$ cat config.mk
export PLATFORM = sky130hd
export DESIGN_NAME = fetch_unit
export DESIGN_NICKNAME = d
export VERILOG_FILES = /design/src/rtl/fetch_pkg.sv /design/src/rtl/jump_lut.sv /design/src/rtl/fetch_unit.sv
export SDC_FILE = /design/constraint.sdc
export NUM_CORES = 1
export LEC_CHECK = 0
export ABC_AREA = 1
export CAP_MARGIN = 0
export CORE_ASPECT_RATIO = 0.7
export CORE_MARGIN = 8
export CORE_UTILIZATION = 52
export DETAILED_ROUTE_END_ITERATION = 16
export PLACE_DENSITY = 0.95
export SLEW_MARGIN = 25
export SYNTH_ARGS = -nofsm -noshare
export SYNTH_HDL_FRONTEND = slang
export SYNTH_HIERARCHICAL = 1
export SYNTH_SLANG_ARGS = --single-unit
$ cat constraint.sdc
create_clock -name Clk -period 2.9 [get_ports Clk]
set_input_delay 0.87 -clock Clk [delete_from_list [all_inputs] [get_ports Clk]]
set_output_delay 0.87 -clock Clk [all_outputs]
set_load 0.005 [all_outputs]
$ cat src/rtl/fetch_pkg.sv
// Shared types and constants for the fetch unit: FSM states, HALT/NOP encodings and
// the jump-target LUT reset image (used by jump_lut, writable when FETCH_LUT_WR_EN is defined).
package fetch_pkg;

   typedef enum logic [1:0] {
      IDLE = 2'd0,
      RUN  = 2'd1,
      DONE = 2'd2
   } fetch_state_e;

   localparam logic [5:0] HALT_OPCODE = 6'b111111;
   localparam logic [8:0] NOP_INSTR   = 9'h000;
   localparam int         CYCLE_W     = 16;
   localparam int         LUT_DEPTH   = 16;

   localparam logic [9:0] LUT_DEFAULT [LUT_DEPTH] = '{
      10'd0,   10'd16,  10'd32,  10'd40,
      10'd64,  10'd80,  10'd96,  10'd112,
      10'd128, 10'd144, 10'd160, 10'd176,
      10'd192, 10'd208, 10'd224, 10'h3FF
   };

   function automatic logic is_halt(input logic [8:0] word);
      return word[8:3] == HALT_OPCODE;
   endfunction

endpackage

$ cat src/rtl/jump_lut.sv
// 16-entry jump-target table, read combinationally. With FETCH_LUT_WR_EN defined the
// entries are registers reset to LUT_DEFAULT and writable; otherwise they are constants.
module jump_lut
   import fetch_pkg::*;
#(
   parameter int PC_W = 10
) (
`ifdef FETCH_LUT_WR_EN
   input  logic            Clk,
   input  logic            Rst_n,
   input  logic            wr_en_i,
   input  logic [3:0]      wr_addr_i,
   input  logic [PC_W-1:0] wr_data_i,
`endif
   input  logic [3:0]      rd_addr_i,
   output logic [PC_W-1:0] rd_data_o
);

`ifdef FETCH_LUT_WR_EN
   logic [PC_W-1:0] lut_q [LUT_DEPTH];

   always_ff @(posedge Clk or negedge Rst_n) begin
      if (!Rst_n) begin
         for (int i = 0; i < LUT_DEPTH; i++) begin
            lut_q[i] <= PC_W'(LUT_DEFAULT[i]);
         end
      end else if (wr_en_i) begin
         lut_q[wr_addr_i] <= wr_data_i;
      end
   end

   assign rd_data_o = lut_q[rd_addr_i];
`else
   assign rd_data_o = PC_W'(LUT_DEFAULT[rd_addr_i]);
`endif

endmodule

$ cat src/rtl/fetch_unit.sv
// Instruction fetch sequencer: IDLE/RUN/DONE program control, PC with LUT jumps and HALT
// detection, saturating RUN-cycle counter. FETCH_LUT_WR_EN adds an IDLE-only LUT write port.
module fetch_unit
   import fetch_pkg::*;
#(
   parameter int PC_W = 10
) (
   input  logic               Clk,
   input  logic               Rst_n,
   input  logic               start,
   input  logic               pc_jmp_en,
   input  logic [3:0]         LutPointer,
   input  logic [8:0]         imem_data,
`ifdef FETCH_LUT_WR_EN
   input  logic               lut_wr_en,
   input  logic [3:0]         lut_wr_addr,
   input  logic [PC_W-1:0]    lut_wr_data,
`endif
   output logic [PC_W-1:0]    imem_addr,
   output logic [8:0]         instr,
   output logic               instr_valid,
   output logic               done,
   output logic [CYCLE_W-1:0] cycle_count
);

   fetch_state_e       state_q, state_d;
   logic [PC_W-1:0]    pc_q, pc_d;
   logic [CYCLE_W-1:0] cnt_q, cnt_d;
   logic [PC_W-1:0]    jmp_target;
   logic               halt;

   function automatic logic [CYCLE_W-1:0] sat_inc(input logic [CYCLE_W-1:0] v);
      return (v == '1) ? v : v + CYCLE_W'(1);
   endfunction

   jump_lut #(.PC_W(PC_W)) u_lut (
`ifdef FETCH_LUT_WR_EN
      .Clk       (Clk),
      .Rst_n     (Rst_n),
      .wr_en_i   (lut_wr_en && (state_q == IDLE)),
      .wr_addr_i (lut_wr_addr),
      .wr_data_i (lut_wr_data),
`endif
      .rd_addr_i (LutPointer),
      .rd_data_o (jmp_target)
   );

   assign halt = is_halt(imem_data);

   always_comb begin
      state_d     = state_q;
      pc_d        = pc_q;
      cnt_d       = cnt_q;
      instr       = NOP_INSTR;
      instr_valid = 1'b0;
      done        = 1'b0;
      unique case (state_q)
         IDLE: begin
            if (start) begin
               pc_d    = '0;
               cnt_d   = '0;
               state_d = RUN;
            end
         end
         RUN: begin
            cnt_d = sat_inc(cnt_q);
            // HALT freezes the PC and outranks any jump request in the same cycle
            if (halt) begin
               state_d = DONE;
            end else begin
               instr       = imem_data;
               instr_valid = 1'b1;
               pc_d        = pc_jmp_en ? jmp_target : pc_q + PC_W'(1);
            end
         end
         DONE: begin
            done = 1'b1;
            if (!start) state_d = IDLE;
         end
         default: state_d = IDLE;
      endcase
   end

   always_ff @(posedge Clk or negedge Rst_n) begin
      if (!Rst_n) begin
         state_q <= IDLE;
         pc_q    <= '0;
         cnt_q   <= '0;
      end else begin
         state_q <= state_d;
         pc_q    <= pc_d;
         cnt_q   <= cnt_d;
      end
   end

   assign imem_addr   = pc_q;
   assign cycle_count = cnt_q;

endmodule
# == After elaboration in Yosys (flattened, before gate mapping) ==
# Memories as Yosys holds them, arrays and structs flattened.
# Index checks and enable logic that the tools add are counted.
# word_totals
regBits,28
mem_bits_ro,160
inputBits,17
out_inout_bits,37
wordCells,40
memories,1
# classes
add_sub_neg,2
n_lt_le_gt_ge,1
eq_ne,9
mux,18
bitwise,1
reduce_logical,5
# mem_list
name,depth,word_bits,rd,rd_ports_with_merged_regs,wr,line_no,rtl
(no name shown),16,10,1,0,0,jump_lut.sv:34,assign rd_data_o = PC_W'(LUT_DEFAULT[rd_addr_i]);
# ops
op,n
$mux W10,5
$mux W16,2
$pmux W16 S2,1
$pmux W10 S2,1
$mux W9,2
$add A16 B1 Y16 const B,1
$eq A16 B16 Y1 const B,1
$add A10 B1 Y10 const B,1
$ne A2 B2 Y1 const B,5
$reduce_and A3 Y1,3
$eq A6 B6 Y1 const B,1
$mux W2,3
$pmux W2 S3,1
$ge A5 B5 Y1 const B,1
$not A4 Y5,1
$mux W1,3
$eq A2 B1 Y1 const B,1
$eq A2 B2 Y1 const B,1
$logic_not A2 Y1,1
$reduce_bool A2 Y1,1

# == Depth between registers and ports, before layout ==
# Gate-level depths: netlist of run 1.
# logic_depth
ltp_word,7
mapped_depth,11
mapped_depth_nobuf,10

# == By module ==
# Netlist of run 1, hierarchy kept.
# modules_own_cells
module,n_inst,cells_each,area_each_um2,seq_area_each_um2
fetch_unit,1,275,1845.5,700.7
jump_lut,1,17,95.1,0.0

# == Least setup slack after synthesis of run 1 ==
# No wires, ideal clock.
# synth_path
kind,input to output
start,in imem_data[5]
end,out instr[0]
t_arrival_ns,1.586
t_required_ns,2.030
setup_slack_ns,0.444
path_stages,6
n_path_buf,1
path_cell_list,inv_1 nor3_1 nand2_1 nand2_1 buf_2 nor2_1
# synth_via
elab_chain_len,3
# synth_rtl
item,line_no,rtl
"start, declared",fetch_unit.sv:13,"input logic [8:0] imem_data,"
$eq A6 B6 Y1,fetch_pkg.sv:24,return word[8:3] == HALT_OPCODE;
$mux W9,fetch_unit.sv:68,if (halt) begin
$mux W9,fetch_unit.sv:57,unique case (state_q)
"end, declared",fetch_unit.sv:20,"output logic [8:0] instr,"
# No other way between the ends.

# == Worst setup path after layout of run 1 ==
# layout_path
start,in imem_data[4]
end,out instr[2]
# Same word-level chain as after synthesis.

==> flow_metrics.env, run 1 <==
export IMPL_cts_tree="yes"
export IMPL_gr_usage_all_layers_pct=19.1
export IMPL_r2r_cells=7
export IMPL_power_frac_clock_pct=11.0
export IMPL_r2r_end="cycle_count[0]"
export IMPL_p_switching_uw=803
export IMPL_wl_met3_um=462
export IMPL_hold_viol=0
export IMPL_dr_total_vias=2132
export IMPL_finalSetupViolations=0
export IMPL_drtIter0Drc=188
export IMPL_nNetsFinal=370
export IMPL_crit_chain="clkdlybuf4s50_1, nand2_1, inv_2, nand2_4, nand2_4, buf_4, nor2_1, buf_2"
export IMPL_cpMaxStageDelayCell="clkdlybuf4s50_1"
export IMPL_syn_num_nets=311
export IMPL_routed_wirelength_um=5500
export IMPL_synth_area_per_cell_sq_um=6.65
export IMPL_synth_simple_gate_area_share_pct=38.9
export IMPL_cts_buffers=3
export IMPL_wl_per_cell_um=13.8
export IMPL_p_seq_share_pct=36.4
export IMPL_muxShareOfSynthArea_pct=0
export IMPL_status="finished clean"
export IMPL_fp_dieW_um=89.0
export IMPL_start_util_pct=54.5
export IMPL_cts_root_buf="clkbuf_8"
export IMPL_dp_cells=389
export IMPL_whs_ps=546
export IMPL_area_sequential_sq_um=701
export IMPL_ys_warn_count=6
export IMPL_min_delay_start="imem_addr[7]"
export IMPL_dieArea_sq_um=5970
export IMPL_clkLatencyLatePin_ps=280
export IMPL_final_common_cell="nand2_1"
export IMPL_fin_skew_ps=1.65
export IMPL_viasPerCell=5.34
export IMPL_cp_required_ps=2030
export IMPL_fin_cells=399
export IMPL_wl_met2_um=2590
export IMPL_core_sq_um=3560
export IMPL_hold_path_depth=2
export IMPL_grt_max_degree=29
export IMPL_antenna_found_initial=0
export IMPL_rr_startpoint="cycle_count[0]"
export IMPL_fin_crit_sh_pct=97.9
export IMPL_gp_congestion=0.896
export IMPL_synth_seq_cells=28
export IMPL_placed_area_sq_um=2500
export IMPL_vdd_drop_max_v=0.000524
export IMPL_drive_gt1_share_pct=11.7
export IMPL_endpoint_kind="output pin"
export IMPL_top_layer="met4"
export IMPL_drc_errors=0
export IMPL_drt_met1_wl_um=2400
export IMPL_synth_area_sq_um=1940
export IMPL_clockBufferDepth=2
export IMPL_min_path_type="register to register"
export IMPL_multi_input_area_sq_um=1070
export IMPL_h_tree_depth=1
export IMPL_gr_total_overflow=0
export IMPL_ys_top_cells_by_area="dfrtp_1, nand2_1, nand3_1"
export IMPL_nFillCells=276
export IMPL_fp_row_count=18
export IMPL_io_buffers=53
export IMPL_internal_power_mw=1.10
export IMPL_ys_seq_area_share_pct=36.1
export IMPL_final_cell_area_sq_um=2610
export IMPL_clk_pin_slew_ps=90
export IMPL_critPathKind="primary input to output pin"
export IMPL_swShare_pct=42.1
export IMPL_synth_compound_area_share_pct=10.8
export IMPL_critPathMaxStageDelay_ps=490
export IMPL_netlist_instances=292
export IMPL_yosysTopAreaCellShare_pct=36.1
export IMPL_synthAdderAreaFrac_pct=1.29
export IMPL_p_comb_share_pct=52.5
export IMPL_cts_sinks=28
export IMPL_yosysTopAreaCell="dfrtp_1"
export IMPL_critPathMaxFanout=4
export IMPL_io_pins=54
export IMPL_postRouteAntennaNets=0
export IMPL_worst_path_most_repeated_cell="nand2_4"
export IMPL_die_h_um=67.1
export IMPL_ys_types=29
export IMPL_holdPathEnd="imem_addr[7]"
export IMPL_worst_pin_slew_ps=425
export IMPL_p_per_area_nw_per_um2=731
export IMPL_r2r_slack_ps=1150
export IMPL_syn2layout_area_growth_pct=34.4
export IMPL_max_clock_freq_mhz=352
export IMPL_cap_violations=0
export IMPL_grt_pass1_wl_um=9100
export IMPL_relSlewSlack_pct=71.5
export IMPL_synthXorXnorAreaFrac_pct=1.35
export IMPL_leakage_nw=1.23
export IMPL_synth_top_family_by_area="simple AND/OR/NAND/NOR gates"
export IMPL_grt_pass1_vias=2052
export IMPL_first_pass_iters=4
export IMPL_fin_tns_setup_ps=0
export IMPL_antenna_cells=0
export IMPL_crit_path_start_kind="primary input"
export IMPL_final_cell_mix="nand2_1, nor2_1, clkdlybuf4s50_1"
export IMPL_dp_hpwl_um=4100
export IMPL_fin_crit_ps=2840
export IMPL_crit_arrival_ps=1970
export IMPL_slew_viol_final=0
-- repair_timing --
item	4_1_cts	5_1_grt
pin swaps	4	6
resized for setup	42	10
setup buffers	4	2
endpoints found under the setup margin	10	10
gates cloned	1	0
hold buffers	0	0
-- power by group through the flow --
stage	combinational [mW]	sequential [mW]	clock (mW)
2_1_floorplan	0.477	0.671	0
3_3_place_gp	0.926	0.686	0
3_5_place_dp	0.959	0.696	0
4_1_cts	0.991	0.689	0.214
5_1_grt	1.12	0.715	0.234
6_report	1.00	0.695	0.211
-- cell usage after synthesis --
master / number
o211ai_1: 2
buf_4: 7
a21o_1: 1
nand2_2: 2
clkinv_1: 1
nor3_1: 3
nand3b_1: 1
nand3_4: 1
nor2_4: 3
o21ai_1: 3
nand2_1: 75
a21oi_1: 4
buf_2: 2
nor2_2: 1
ha_1: 2
nor2_1: 45
dfrtp_1: 28
nand4_1: 4
o21bai_4: 1
buf_1: 1
o21ai_0: 25
a21boi_0: 1
nand3_1: 36
inv_1: 35
buf_6: 1
clkbuf_1: 1
inv_2: 2
nor3b_1: 1
xor2_1: 3
-- per-stage QoR --
step	util, %	power (mW)	worst slack (ps)
2_1_floorplan	-	1.15	444
5_1_grt	73.3	2.06	-12.8
6_report	73.3	1.91	60.1
4_1_cts	72.4	1.89	-79.5
3_3_place_gp	70.2	1.61	-425
3_5_place_dp	70.2	1.65	-483
-- cell type report --
type	instances	share of cell area, %
multi-input cells	215	40.9
flip-flops and latches	28	26.9
repair buffers	65	22.8
inverters	38	5.47
well taps	50	2.40
clock buffers	3	1.58
-- layer usage --
metal	up-vias	track usage [%]
li1	1045	-
met1	987	24.4
met2	95	30.6
met3	5	5.28
met4	0	5.77
met5	-	0
-- worst max-delay path by stage --
| stage | from | end | slack (ps) | depth (start not counted) |
|---|---|---|---|---|
| after floorplan | imem_data[5] | instr[0] | 440 | 6 |
| after global placement | imem_data[5] | instr[1] | -430 | 7 |
| after detailed placement | imem_data[5] | instr[6] | -480 | 7 |
| after CTS | imem_data[6] | instr[5] | -80 | 8 |
| after global routing | imem_data[4] | instr[2] | -10 | 8 |
| final | imem_data[4] | instr[2] | 60 | 8 |
-- state kept, by name (all words and copies together) (netlist names) --
name / flops
cycle_count: 16
imem_addr: 10
state_q: 2
-- critical path: cells and delay by family --
family | cells | cell delay [ps]
buffers and inverters | 4 | 830
AND/OR/NAND/NOR | 4 | 270
-- logic make-up after synthesis --
group	Yosys count
flip-flops	28
XOR/XNOR	3
AND/OR/NAND/NOR	172
buffers and inverters	50
AO/OA/AOI/OAI	37
adder cells (fa/ha/maj)	2
Note: power is estimated with default switching activity, not from simulation.
==> run 2, diff against run 1 <==
--- a/config.mk
+++ b/config.mk
@@ -7,9 +7,11 @@
 export LEC_CHECK = 0
 export ABC_AREA = 1
 export CAP_MARGIN = 0
+export CELL_PAD_IN_SITES_DETAIL_PLACEMENT = 0
+export CELL_PAD_IN_SITES_GLOBAL_PLACEMENT = 1
 export CORE_ASPECT_RATIO = 0.7
 export CORE_MARGIN = 8
-export CORE_UTILIZATION = 52
+export CORE_UTILIZATION = 36
 export DETAILED_ROUTE_END_ITERATION = 16
 export PLACE_DENSITY = 0.95
 export SLEW_MARGIN = 25
==> run 2 against run 1 <==
Against the previous run:
- largest cell class unchanged
- sequential power is 0.6% lower
- cell count is 6.3% higher
- maximum frequency is 0.43% higher
- via count is 4.4% lower
- total power is 2.4% higher
==> flow_metrics.env, run 2 (synthesis results as in run 1) <==
export IMPL_fp_row_count=22
export IMPL_min_path_type="register to register"
export IMPL_hold_viol=0
export IMPL_gr_total_overflow=0
export IMPL_worst_pin_slew_ps=396
export IMPL_die_h_um=77.4
export IMPL_grt_pass1_wl_um=9580
export IMPL_p_per_area_nw_per_um2=734
export IMPL_p_switching_uw=804
export IMPL_critPathKind="primary input to output pin"
export IMPL_final_cell_mix="nand2_1, nor2_1, clkdlybuf4s50_1"
export IMPL_relSlewSlack_pct=73.5
export IMPL_nFillCells=539
export IMPL_largest_reg_flops=16
export IMPL_nNetsFinal=372
export IMPL_h_tree_depth=1
export IMPL_wl_per_cell_um=13.4
export IMPL_io_buffers=53
export IMPL_final_common_cell="nand2_1"
export IMPL_viasPerCell=4.81
export IMPL_fin_crit_ps=2830
export IMPL_crit_arrival_ps=1960
export IMPL_power_total_mw=1.95
export IMPL_syn2layout_area_growth_pct=37.1
export IMPL_crit_path_start_kind="primary input"
export IMPL_min_delay_start="imem_addr[8]"
export IMPL_routed_wirelength_um=5690
export IMPL_cap_violations=0
export IMPL_use_met3_pct=2.48
export IMPL_slew_viol_final=0
export IMPL_globalRouteMet1Util_pct=17.9
export IMPL_drtIter0Drc=152
export IMPL_dr_total_vias=2038
export IMPL_p_seq_share_pct=35.4
export IMPL_fin_crit_sh_pct=97.5
export IMPL_r2r_slack_ps=1170
export IMPL_core_sq_um=5230
export IMPL_swShare_pct=41.2
export IMPL_grt_pass1_vias=2008
export IMPL_post_place_ws_ps=-539
export IMPL_hold_path_depth=2
export IMPL_worstSetupEndpoint="instr[5]"
export IMPL_clkLatencyLatePin_ps=280
export IMPL_multi_input_area_sq_um=1060
export IMPL_critPathMaxFanout=3
export IMPL_fin_ws_ps=72.2
export IMPL_cp_required_ps=2030
export IMPL_p_comb_share_pct=51.8
export IMPL_postLayoutCoreUtil_pct=50.9
export IMPL_cts_root_buf="clkbuf_8"
export IMPL_grt_max_degree=29
export IMPL_max_clock_freq_mhz=354
export IMPL_antenna_cells=0
export IMPL_clockBufferDepth=2
export IMPL_grt_busiest_layer="met2"
export IMPL_antenna_found_initial=0
export IMPL_rsz0062_at_grt="no"
export IMPL_leakage_nw=1.23
export IMPL_vdd_drop_max_v=0.000429
export IMPL_area_sequential_sq_um=701
export IMPL_crit_start="imem_data[4]"
export IMPL_dieArea_sq_um=8030
export IMPL_endpoint_kind="output pin"
export IMPL_gr_usage_all_layers_pct=13.9
export IMPL_r2r_cells=5
export IMPL_placed_area_sq_um=2550
export IMPL_start_util_pct=37.1
export IMPL_drc_errors=0
export IMPL_cts_sinks=28
export IMPL_r2r_end="cycle_count[11]"
export IMPL_rr_startpoint="state_q[1]"
export IMPL_internal_power_mw=1.15
export IMPL_fp_dieW_um=104
export IMPL_fin_skew_ps=3.82
export IMPL_whs_ps=557
export IMPL_io_pins=54
export IMPL_cts_buffers=3
export IMPL_drive_gt1_share_pct=11.9
export IMPL_status="finished clean"
export IMPL_finalSetupViolations=0
export IMPL_final_cell_area_sq_um=2660
export IMPL_gp_congestion=0.850
export IMPL_cts_tree="yes"
export IMPL_clk_pin_slew_ps=100
export IMPL_gr_usage_met2_pct=23.4
export IMPL_first_pass_iters=5
export IMPL_dp_hpwl_um=4250
export IMPL_postRouteAntennaNets=0
export IMPL_power_frac_clock_pct=12.9
==> run 2: timing repair <==
item                       4_1_cts  5_1_grt
setup buffers                    5        0
hold endpoints to repair         0        0
gates resized for setup         41        6
setup endpoints to repair       10       10
gates cloned                     1        0
hold buffers                     0        0
pin swaps                        4        3
==> run 2: worst max-delay path, stage by stage <==
cell and delay [ps]:
clkdlybuf4s50_1 420, nand2_1 90, inv_2 60, nand2_4 100
nand2_4 60, buf_6 120, nor2_2 100, buf_2 140
==> run 2: through the flow <==
stage / cells / setup TNS, ps
3_5_place_dp: 414 / -4680
4_1_cts: 424 / 0
3_3_place_gp: 414 / -4170
5_1_grt: 424 / 0
2_1_floorplan: 292 / 0
6_report: 424 / 0
==> run 2: worst min-delay path by stage <==
| stage | slack, ps | to |
|---|---|---|
| finish | 560 | imem_addr[8] |
| global placement | 520 | imem_addr[7] |
| floorplan | 520 | imem_addr[7] |
| detailed placement | 530 | imem_addr[8] |
| global route | 590 | imem_addr[8] |
| CTS | 560 | imem_addr[8] |
==> run 2: area by class of cell <==
cell class                      instances  share of cell area [%]
Clock buffer                            4                    2.07
Sequential cell                        28                    26.3
Multi-Input combinational cell        215                    39.8
Tap cell                               72                    3.39
Timing Repair Buffer                   67                    23.0
Inverter                               38                    5.36
==> run 2: power groups by stage <==
| stage | clock [mW] | sequential (mW) | combinational, mW |
|---|---|---|---|
| finish | 0.252 | 0.691 | 1.01 |
| global route | 0.270 | 0.718 | 1.13 |
| CTS | 0.260 | 0.692 | 1.01 |
| detailed placement | 0 | 0.700 | 0.974 |
| global placement | 0 | 0.689 | 0.957 |
| floorplan | 0 | 0.671 | 0.477 |
==> run 2: per-layer routing <==
metal | share of wire (%) | routed length, um
met5 | 0 | 0
met4 | 1.9 | 109
met3 | 3.9 | 220
met2 | 46 | 2620
met1 | 48 | 2740
==> run 3, diff against run 2 <==
--- a/config.mk
+++ b/config.mk
@@ -11,9 +11,9 @@
 export CELL_PAD_IN_SITES_GLOBAL_PLACEMENT = 1
 export CORE_ASPECT_RATIO = 0.7
 export CORE_MARGIN = 8
-export CORE_UTILIZATION = 36
+export CORE_UTILIZATION = 30
 export DETAILED_ROUTE_END_ITERATION = 16
-export PLACE_DENSITY = 0.95
+export PLACE_DENSITY = 0.87
 export SLEW_MARGIN = 25
 export SYNTH_ARGS = -nofsm -noshare
 export SYNTH_HDL_FRONTEND = slang
==> constraint.sdc (replaced) <==
create_clock -name Clk -period 2.6 [get_ports Clk]
set_input_delay 0.78 -clock Clk [delete_from_list [all_inputs] [get_ports Clk]]
set_output_delay 0.78 -clock Clk [all_outputs]
set_load 0.005 [all_outputs]
==> run 3 against run 2 <==
Against the previous run:
- sequential power increased by 11%
- die area increased by 16%
- final area about the same
- critical endpoint is now instr_valid
- hold slack got worse by 7.5 ps
- global-route usage decreased by 1.9 points
- largest power group unchanged
- clock skew increased by 2.9 ps
- cell count increased by 1.4%
==> flow_metrics.env, run 3 (synthesis results as in run 1) <==
export IMPL_cap_violations=0
export IMPL_cts_sinks=28
export IMPL_postRouteAntennaNets=0
export IMPL_critPathKind="primary input to output pin"
export IMPL_endpoint_kind="output pin"
export IMPL_cts_root_buf="clkbuf_8"
export IMPL_fp_dieW_um=112
export IMPL_fp_row_count=24
export IMPL_grt_pass1_wl_um=9460
export IMPL_min_path_type="register to register"
export IMPL_clkLatencyLatePin_ps=270
export IMPL_final_cell_mix="nand2_1, nor2_1, clkdlybuf4s50_1"
export IMPL_wl_per_cell_um=12.6
export IMPL_r2r_cells=5
export IMPL_dieArea_sq_um=9340
export IMPL_clk_pin_slew_ps=90
export IMPL_post_place_ws_ps=-640
export IMPL_drc_errors=0
export IMPL_r2r_end="cycle_count[11]"
export IMPL_fin_cells=430
export IMPL_die_h_um=83.3
export IMPL_gp_congestion=0.790
export IMPL_finalSetupViolations=0
export IMPL_dr_total_vias=1993
export IMPL_first_pass_iters=4
export IMPL_hold_buffers=0
export IMPL_dp_hpwl_um=4120
export IMPL_grt_pass1_vias=1953
export IMPL_fin_skew_ps=6.75
export IMPL_rr_startpoint="state_q[1]"
export IMPL_largest_reg_flops=16
export IMPL_antenna_cells=0
export IMPL_p_per_area_nw_per_um2=806
export IMPL_final_common_cell="nand2_1"
export IMPL_crit_path_start_kind="primary input"
export IMPL_drive_gt1_share_pct=11.9
export IMPL_crit_arrival_ps=1700
export IMPL_grt_max_degree=29
export IMPL_vdd_drop_max_v=0.000332
export IMPL_cts_buffers=3
export IMPL_cp_required_ps=1820
export IMPL_syn2layout_area_growth_pct=37.1
export IMPL_gr_usage_all_layers_pct=12.0
export IMPL_fin_ws_ps=118
export IMPL_rsz0062_at_grt="no"
export IMPL_nFillCells=679
export IMPL_dp_cells=420
export IMPL_gr_total_overflow=0
export IMPL_start_util_pct=31.1
export IMPL_multi_input_area_sq_um=1060
export IMPL_status="finished clean"
export IMPL_area_sequential_sq_um=701
export IMPL_h_tree_depth=1
export IMPL_worstSetupEndpoint="instr_valid"
export IMPL_leakage_nw=1.23
export IMPL_critPathMaxFanout=2
export IMPL_r2r_slack_ps=810
export IMPL_crit_start="imem_data[7]"
export IMPL_cts_tree="yes"
export IMPL_worst_pin_slew_ps=432
export IMPL_fin_crit_ps=2480
export IMPL_hold_viol=0
export IMPL_relSlewSlack_pct=70.9
export IMPL_slew_viol_final=0
export IMPL_io_pins=54
export IMPL_fin_crit_sh_pct=95.5
export IMPL_antenna_found_initial=0
export IMPL_viasPerCell=4.63
export IMPL_io_buffers=53
export IMPL_drtIter0Drc=94
export IMPL_routed_wirelength_um=5420
export IMPL_clockBufferDepth=2
export IMPL_max_clock_freq_mhz=403
export IMPL_nNetsFinal=373
export IMPL_core_sq_um=6250
-- run 3: changes by cell type in the layout (fill, tap and decap cells not counted), sizes merged --
cell and delta:
buf +2, clkbuf -1, clkdlybuf4s15 -1, clkdlybuf4s50 -2
dlygate4sd2 +3, dlymetal6s2s -1
-- run 3: how the worst min path moves through the flow --
stage / end / cells past startpoint / from
global route: imem_addr[8] / 2 / imem_addr[8]
floorplan: cycle_count[0] / 0 / Rst_n
global placement: imem_addr[8] / 2 / imem_addr[8]
CTS: imem_addr[8] / 2 / imem_addr[8]
detailed placement: imem_addr[8] / 2 / imem_addr[8]
finish: imem_addr[8] / 2 / imem_addr[8]
-- run 3: layout make-up --
| type | count | area share [%] |
|---|---|---|
| multi-input combinational | 215 | 40.0 |
| clock buffer | 3 | 1.55 |
| inverter | 38 | 5.36 |
| timing repair buffer | 68 | 23.0 |
| sequential | 28 | 26.3 |
| tap | 78 | 3.67 |
-- run 3: timing repair --
item                                   in CTS  in global routing
setup buffers                               6                  0
endpoints found under the hold margin       0                  0
setup endpoints to repair                  10                 10
gates cloned                                1                  0
gates resized for setup                    52                  0
pin swaps                                   5                  1
-- run 3: power by group --
part / switching [mW] / leakage [nW] / internal (mW)
logic: 0.559 / 0.842 / 0.588
clock network: 0.128 / 0.0216 / 0.104
registers: 0.188 / 0.362 / 0.577
-- run 3: stage by stage --
stage	cell area, sq um	setup TNS [ps]	total power [mW]	utilization [%]	hold WS (ps)
final	2660	0	2.14	42.6	549
after global routing	2660	0	2.35	42.6	586
after CTS	2660	0	2.18	42.6	550
after detailed placement	2550	-6080	1.86	40.9	525
after global placement	2550	-5480	1.85	40.9	520
after floorplan	1940	0	1.28	-	484
-- run 3: layer usage --
metal  global-route usage [%]  up-vias  wire [um]
li1                         -     1050          -
met1                     15.5      882       2570
met2                     19.3       59       2370
met3                     3.76        2        439
met4                     2.20        0         42
met5                        0        -          0
-- run 3: critical path, cell delays in order --
cell             delay [ps]
dlygate4sd2_1           240
nand2_1                 110
nor3_4                   60
buf_4                   130
a21oi_4                 140
clkdlybuf4s15_1         230
